**config.mk**
```make
export PLATFORM = sky130hd
export DESIGN_NAME = div_seq
export DESIGN_NICKNAME = d
export VERILOG_FILES = /design/src/rtl/div_seq.sv
export SDC_FILE = /design/constraint.sdc
export NUM_CORES = 1
export LEC_CHECK = 0
export ABC_AREA = 0
export CAP_MARGIN = 20
export CORE_ASPECT_RATIO = 2
export CORE_MARGIN = 1
export CORE_UTILIZATION = 46
export CTS_CLUSTER_SIZE = 14
export DETAILED_ROUTE_END_ITERATION = 6
export GPL_TIMING_DRIVEN = 0
export HOLD_SLACK_MARGIN = 0.1
export PLACE_DENSITY = 0.78
export SYNTH_ARGS = -nofsm -noshare
export SYNTH_HDL_FRONTEND = slang
export SYNTH_SLANG_ARGS = --single-unit
```
**constraint.sdc**
```tcl
create_clock -name clk -period 2.07 [get_ports clk]
set_input_delay 0.3105 -clock clk [delete_from_list [all_inputs] [get_ports clk]]
set_output_delay 0.3105 -clock clk [all_outputs]
set_load 0.05 [all_outputs]
```
**src/rtl/div_seq.sv**
```systemverilog
// Sequencer for the 4-bit iterative divider: takes operand pairs in, starts the divider,
// and hands quotient/remainder out. Divide-by-zero and a stuck divider are handled here.
module div_seq #(
  parameter int W       = 4,
  parameter int TIMEOUT = 15
) (
  input  logic         clk,
  input  logic         rst,
  input  logic         in_valid,
  output logic         in_ready,
  input  logic [W-1:0] in_D,
  input  logic [W-1:0] in_d,
  output logic         out_valid,
  input  logic         out_ready,
  output logic [W-1:0] out_q,
  output logic [W-1:0] out_r,
  output logic         out_dbz,
  output logic         out_err,
  output logic         div_rst,
  output logic [W-1:0] div_D,
  output logic [W-1:0] div_d,
  input  logic [W-1:0] div_q,
  input  logic [W-1:0] div_r,
  input  logic         div_valid
);

  typedef enum logic [1:0] {IDLE, START, WAIT, DONE} state_t;

  state_t     state, state_nxt;
  logic [7:0] cnt;
  logic       timed_out;

  assign timed_out = (cnt == 8'(TIMEOUT - 1));

  always_ff @(posedge clk) begin
    if (rst) state <= IDLE;
    else     state <= state_nxt;
  end

  // div_valid is deliberately not looked at in START: it may still be high from the last op.
  always_comb begin
    state_nxt = state;
    in_ready  = 1'b0;
    out_valid = 1'b0;
    div_rst   = rst;
    case (state)
      IDLE: begin
        in_ready = ~rst;
        if (in_valid) state_nxt = (in_d == '0) ? DONE : START;
      end
      START: begin
        div_rst   = 1'b1;
        state_nxt = WAIT;
      end
      WAIT: begin
        if (div_valid || timed_out) state_nxt = DONE;
      end
      DONE: begin
        out_valid = 1'b1;
        if (out_ready) state_nxt = IDLE;
      end
      default: state_nxt = IDLE;
    endcase
  end

  always_ff @(posedge clk) begin
    if (rst) begin
      div_D   <= '0;
      div_d   <= '0;
      out_q   <= '0;
      out_r   <= '0;
      out_dbz <= 1'b0;
      out_err <= 1'b0;
      cnt     <= '0;
    end else begin
      case (state)
        IDLE: begin
          if (in_valid) begin
            div_D <= in_D;
            div_d <= in_d;
            if (in_d == '0) begin
              out_q   <= '1;
              out_r   <= in_D;
              out_dbz <= 1'b1;
              out_err <= 1'b0;
            end
          end
        end
        START: cnt <= '0;
        WAIT: begin
          if (div_valid) begin
            out_q   <= div_q;
            out_r   <= div_r;
            out_dbz <= 1'b0;
            out_err <= 1'b0;
          end else if (timed_out) begin
            out_q   <= '0;
            out_r   <= '0;
            out_dbz <= 1'b0;
            out_err <= 1'b1;
          end else begin
            cnt <= cnt + 8'd1;
          end
        end
        default: ;
      endcase
    end
  end

endmodule

```
==> reports/qor.yml, run 1 <==
grt:
  grt_max_degree: 17
  antenna_found_initial: 0
  grt_util_met2_pct: 47.6
  met1_usage_pct: 23.8
  overflow: 0
  grt_pass1_vias: 1348
  grt_most_used_layer: "met2"
  grt_pass1_wl_um: 5700
  use_met3_pct: 3.35
  grt_usage_pct: 24.8
timing:
  drv_slew: 0
  skew_ps: 2.45
  tightest_slew_ps: 867
  timing.fmax_ghz: 0.505
  fin_hold_ws_ps: 389
  hold_viol: 0
  finalCriticalPeriod_ps: 1980
  relSlewSlack_pct: 41.7
  period_share_pct: 95.7
  setup_viol: 0
  fin_setup_tns_ps: 0
worst_setup_path:
  regToRegSetupSlack_ps: 120
  crit_chain: "inv_1 > ha_1 > or2_2 > dlygate4sd2_1"
  critPathLaunchType: "flip-flop"
  slowest_stage: "dlygate4sd2_1"
  r2r_cells: 5
  path_max_fanout: 4
  r2r-end: "out_r[0]"
  slowest_delay_ps: 420
  cp.required_ps: 1760
  end_kind: "primary output"
  critical_path_class: "reg2out"
  cp.arrival_ps: 1670
  setup.worst_path.end: "div_rst"
  worstReg2RegStart: "cnt[4]"
  setup.worst_path.start: "state[1]"
route:
  drc_errors: 0
  routed_wl_um: 3660
  dr.first_iter.drc_count: 22
  num_vias: 1320
  dr.pass1.iters: 4
  drtAntennaViolNets: 0
  routedWlPerCell_um: 15.8
  vias_per_cell: 5.71
final_layout:
  drive_gt1_share_pct: 7.43
  n_antenna_cell: 0
  syn_to_final_growth_pct: 38.5
  fin_cells: 231
  n_fill_cell: 239
  fin_nets: 231
die:
  rows: 27
  die_y_um: 78.9
  die_w_um: 40.5
  die_area_sq_um: 3190
  initial_core_util_pct: 49.1
  core_sq_um: 2770
  ios: 42
cts:
  cts_buffer_depth: 2
  clkTransAtPathRegs_ps: 90
  clockRootBuffer: "clkbuf_8"
  clk_latency_ps: 280
  post_cts.repair.setup_buffers: 0
  cts_sinks: 28
  cts_tree: "built"
  cts_hold_buf: 0
  numCtsBuffers: 3
  htree_levels: 1
yosys:
  ys.warnings.count: 0
  synth-seq-cells: 28
  synth_compound_gate_area_share_pct: 22.8
  syn_area_per_cell_sq_um: 8.55
  muxShareOfSynthArea_pct: 1.47
  synth-simple-area-share_pct: 20.4
  syn_nets: 187
  synth_cell_types: 31
  netlist_area_sq_um: 1360
  synth_adder_area_share_pct: 6.44
  synth_top_family_by_area: "compound AO/OA/AOI/OAI gates"
  syn_inst: 159
  synth_xor_area_share_pct: 2.58
  ys_seq_area_share_pct: 41.2
power_and_ir_drop:
  powerDensity_nw_per_um2: 1410
  p_total_mw: 2.66
  ir_worst_vdd_uv: 729
  leakagePower_nw: 0.695
outcome:
  status: "finished clean"
job:
  maxCapViolations: 0
placed_design:
  hpwl_um: 2860
  dp_cells: 228
  place.gp.congestion: 0.740
  numPortBuffers: 40
worst_hold_path:
  hp-class: "in2reg"
cell type report:
type                       instances  area, sq um  share of cell area [%]
multi-input combinational        115          754                    40.1
sequential                        28          561                    29.8
timing repair buffer              40          394                    20.9
clock buffer                       3         41.3                    2.19
buffer                             7         36.3                    1.93
tap                               29         36.3                    1.93
clock inverter                     1         30.0                    1.59
inverter                           8         30.0                    1.59
logic make-up (layout without fill, tap and decap cells):
kind of cell	count (synthesis)	count (layout)
adder cells (fa/ha/maj)	7	7
AND/OR/NAND/NOR	55	55
XOR/XNOR	4	4
buffers and inverters	16	59
AO/OA/AOI/OAI	47	47
flip-flops	28	28
multiplexers	2	2
power breakdown:
part | internal, mW | total, mW | switching (mW)
Sequential | 0.673 | 0.759 | 0.0859
Combinational | 0.503 | 1.47 | 0.967
Clock | 0.259 | 0.432 | 0.173
Total | 1.44 | 2.66 | 1.23
cells in the mapped netlist:
cell | number | share of area [%]
buf_2 | 1 | 0.37
or3_1 | 2 | 0.92
xor2_1 | 3 | 1.9
a21oi_4 | 1 | 1.2
o21ai_0 | 5 | 1.8
or2_2 | 1 | 0.46
a21o_1 | 1 | 0.55
dfxtp_1 | 28 | 41
mux2i_1 | 2 | 1.5
o22ai_1 | 1 | 0.46
nand2_1 | 15 | 4.1
clkbuf_1 | 5 | 1.4
nor2_1 | 5 | 1.4
a21oi_1 | 23 | 8.5
o2111ai_1 | 3 | 1.9
nor2_2 | 1 | 0.46
buf_1 | 1 | 0.28
buf_6 | 1 | 0.83
or4_4 | 1 | 0.83
nand2b_1 | 7 | 3.2
inv_1 | 8 | 2.2
a21o_2 | 1 | 0.64
and3_1 | 3 | 1.4
nor2b_1 | 2 | 0.92
nor4_1 | 1 | 0.46
nand3_1 | 17 | 6.3
ha_1 | 7 | 6.4
a311oi_1 | 8 | 5.2
o311a_1 | 2 | 1.5
xnor2_1 | 1 | 0.64
a211oi_1 | 2 | 1.1
sequential cells by signal (all words and copies together), names as in the netlist:
name     count
out_q        4
state        2
out_err      1
div_D        4
out_dbz      1
div_d        4
cnt          8
out_r        4
how the worst min path moves through the flow:
stage	cells after the start	start	slack (ps)	to
final	3	div_valid	390	out_q[3]
after global routing	3	div_valid	410	out_q[2]
after CTS	3	div_valid	390	out_q[3]
after detailed placement	2	div_d[3]	450	div_d[3]
after global placement	2	div_D[2]	450	div_D[2]
after floorplan	1	rst	380	out_r[2]
what timing repair did:
item                       in CTS  in global routing
resized for setup               4                  5
setup endpoints to repair      11                 11
gates cloned                    0                  0
stage by stage:
stage,worst slack [ps],util (%),instance area (sq um)
3_3_place_gp,-309,64.9,1800
5_1_grt,-18.2,68.0,1880
4_1_cts,43.2,67.5,1870
2_1_floorplan,402,-,1360
6_report,88.0,68.0,1880
3_5_place_dp,-308,64.9,1800
layout by cell type (no fill, tap or decap):
cell              n
a311oi_1          8
buf_2             1
clkdlybuf4s50_1  38
a21o_2            1
nand2_1          15
o311a_1           2
a21o_4            1
and3_1            3
inv_1             8
clkbuf_8          3
or2_2             1
nand2b_1          7
o21ai_0           5
o2111ai_1         3
bufinv_16         1
or3_1             2
nor2_4            1
nand3_1          17
or4_4             1
nor4_1            1
nor2b_1           2
mux2i_1           2
buf_6             1
xnor2_1           1
o22ai_1           1
a21oi_1          22
dfxtp_1          28
clkbuf_2          2
clkbuf_1          3
dlygate4sd2_1     1
nor2_1            5
a211oi_1          2
xor2_1            3
ha_1              7
a21oi_4           2
buf_1             1
critical path, delay by kind of cell, from the launching register on:
family,cells,cell delay [ps]
flip-flops,1,370
buffers and inverters,2,520
AND/OR/NAND/NOR,1,290
adder cells (fa/ha/maj),1,210
routing by layer:
metal / wire length (um) / share of wire (%) / vias up
met2: 2160 / 59 / 39
met4: 70 / 1.9 / 0
met1: 1320 / 36 / 619
li1: - / - / 655
met3: 115 / 3.1 / 7
met5: 0 / 0 / -
No activity file was read; power rests on OpenSTA's default activity.
==> run 2: changes to the inputs <==
- CORE_ASPECT_RATIO: 2 -> default
==> reports/qor.yml, run 2 (synthesis results as in run 1) <==
timing:
  timing.fmax_ghz: 0.503  # was 0.505 GHz
  rsz0062_at_grt: "yes"
  drv_slew: 0  # unchanged
  worst_slack_ps: 82.5  # was 88.0 ps
  fin_setup_tns_ps: 0  # unchanged
  setup_viol: 0  # unchanged
  relSlewSlack_pct: 58.6  # was 41.7%
  tightest_slew_ps: 615  # was 867 ps
  hold_viol: 0  # unchanged
  skew_ps: 2.93  # was 2.45 ps
  fin_hold_ws_ps: 304  # was 389 ps
  finalCriticalPeriod_ps: 1990  # was 1980 ps
  period_share_pct: 96.0  # was 95.7%
grt:
  overflow: 0  # unchanged
  antenna_found_initial: 0  # unchanged
  grt_usage_pct: 22.2  # was 24.8%
  grt_pass1_wl_um: 5580  # was 5700 um
  grt_max_degree: 16  # was 17
  grt_pass1_vias: 1289  # was 1348
route:
  routedWlPerCell_um: 14.9  # was 15.8 um
  drtAntennaViolNets: 0  # unchanged
  drc_errors: 0  # unchanged
  routed_wl_um: 3470  # was 3660 um
  dr.pass1.iters: 4  # unchanged
  vias_per_cell: 5.72  # was 5.71
  num_vias: 1333  # was 1320
  dr.first_iter.drc_count: 43  # was 22
final_layout:
  fin_nets: 231  # unchanged
  n_antenna_cell: 0  # unchanged
  final_cell_mix: "clkdlybuf4s50_1, dfxtp_1, a21oi_1"  # unchanged
  final_common_cell: "clkdlybuf4s50_1"  # unchanged
  syn_to_final_growth_pct: 35.1  # was 38.5%
  largest-register: "cnt"  # unchanged
  largest_reg_flops: 8  # unchanged
  drive_gt1_share_pct: 7.43  # unchanged
  n_fill_cell: 246  # was 239
  fin_cells: 233  # was 231
die:
  die_w_um: 56.4  # was 40.5 um
  die_y_um: 56.4  # was 78.9 um
  core_sq_um: 2780  # was 2770 sq um
  rows: 19  # was 27
  die_area_sq_um: 3180  # was 3190 sq um
  ios: 42  # unchanged
  initial_core_util_pct: 48.9  # was 49.1%
placed_design:
  dp_cells: 230  # was 228
  place_ws_ps: -273  # was -308 ps
  place.gp.congestion: 0.852  # was 0.740
  numPortBuffers: 40  # unchanged
  hpwl_um: 2690  # was 2860 um
cts:
  post_cts.repair.setup_buffers: 0  # unchanged
  clkTransAtPathRegs_ps: 150  # was 90 ps
  clockRootBuffer: "clkbuf_4"  # was clkbuf_8
  cts_sinks: 28  # unchanged
  cts_buffer_depth: 2  # unchanged
  numCtsBuffers: 3  # unchanged
  clk_latency_ps: 340  # was 280 ps
  htree_levels: 1  # unchanged
  cts_tree: "built"  # unchanged
power_and_ir_drop:
  ir_worst_vdd_uv: 907  # was 729 uV
  leakagePower_nw: 0.690  # was 0.695 nW
  p_total_mw: 2.49  # was 2.66 mW
  powerDensity_nw_per_um2: 1350  # was 1410 nW/um^2
worst_hold_path:
  hp-class: "in2reg"  # unchanged
  hp-start: "div_valid"  # unchanged
job:
  maxCapViolations: 0  # unchanged
worst_setup_path:
  critPathLaunchType: "flip-flop"  # unchanged
  critical_path_class: "reg2out"  # unchanged
  path_max_fanout: 4  # unchanged
  end_kind: "primary output"  # unchanged
  cp.required_ps: 1760  # about the same
  setup.worst_path.start: "state[1]"  # unchanged
  cp.arrival_ps: 1680  # was 1670 ps
  worstReg2RegStart: "state[0]"  # was cnt[4]
outcome:
  status: "finished clean"  # unchanged
==> run 2: layout make-up <==
class                   count  area [sq um]  share of cell area (%)
multi-input cells         115           737                    40.1
flip-flops and latches     28           561                    30.5
repair buffers             40           399                    21.7
well taps                  31          38.8                    2.11
clock buffers               4          36.3                    1.98
plain buffers               7          35.0                    1.91
inverters                   8          30.0                    1.63
==> run 2: final timing paths <==
kind / to / slack [ps] / cells past startpoint
max: div_rst / 80 / 4
min: out_q[2] / 300 / 3
max reg2reg: out_q[0] / 160 / 6
min reg2reg: div_d[1] / 470 / 2
==> run 2: power breakdown <==
part           internal (mW)  total (mW)  leakage, nW  switching [mW]
Sequential             0.673       0.752        0.229          0.0793
Combinational          0.499        1.46        0.441           0.960
Clock                  0.108       0.276       0.0210           0.167
Total                   1.28        2.49        0.690            1.21
==> run 2: per-stage QoR <==
stage               utilization [%]  area (sq um)
floorplan                         -          1360
global placement               64.7          1800
detailed placement             64.7          1800
CTS                            66.2          1840
global route                   66.0          1840
finish                         66.0          1840
==> run 2: timing repair <==
item                                   CTS  global route
hold buffers                             0             0
gates cloned                             0             0
pin swaps                                0             0
endpoints found under the hold margin    0             0
setup endpoints to repair                8            14
resized for setup                        7             4
==> run 2: worst max-delay path: stages, from the launching register on <==
cell and delay, ps:
dfxtp_1 390, inv_1 100, ha_1 210, or2_2 290
clkdlybuf4s15_2 330
==> run 2: routing by layer <==
metal / GRT usage (%) / part of all wire (%)
met1: 24.2 / 41
met2: 41.0 / 53
met3: 6.68 / 4.8
met4: 6.97 / 1.2
met5: 0 / 0
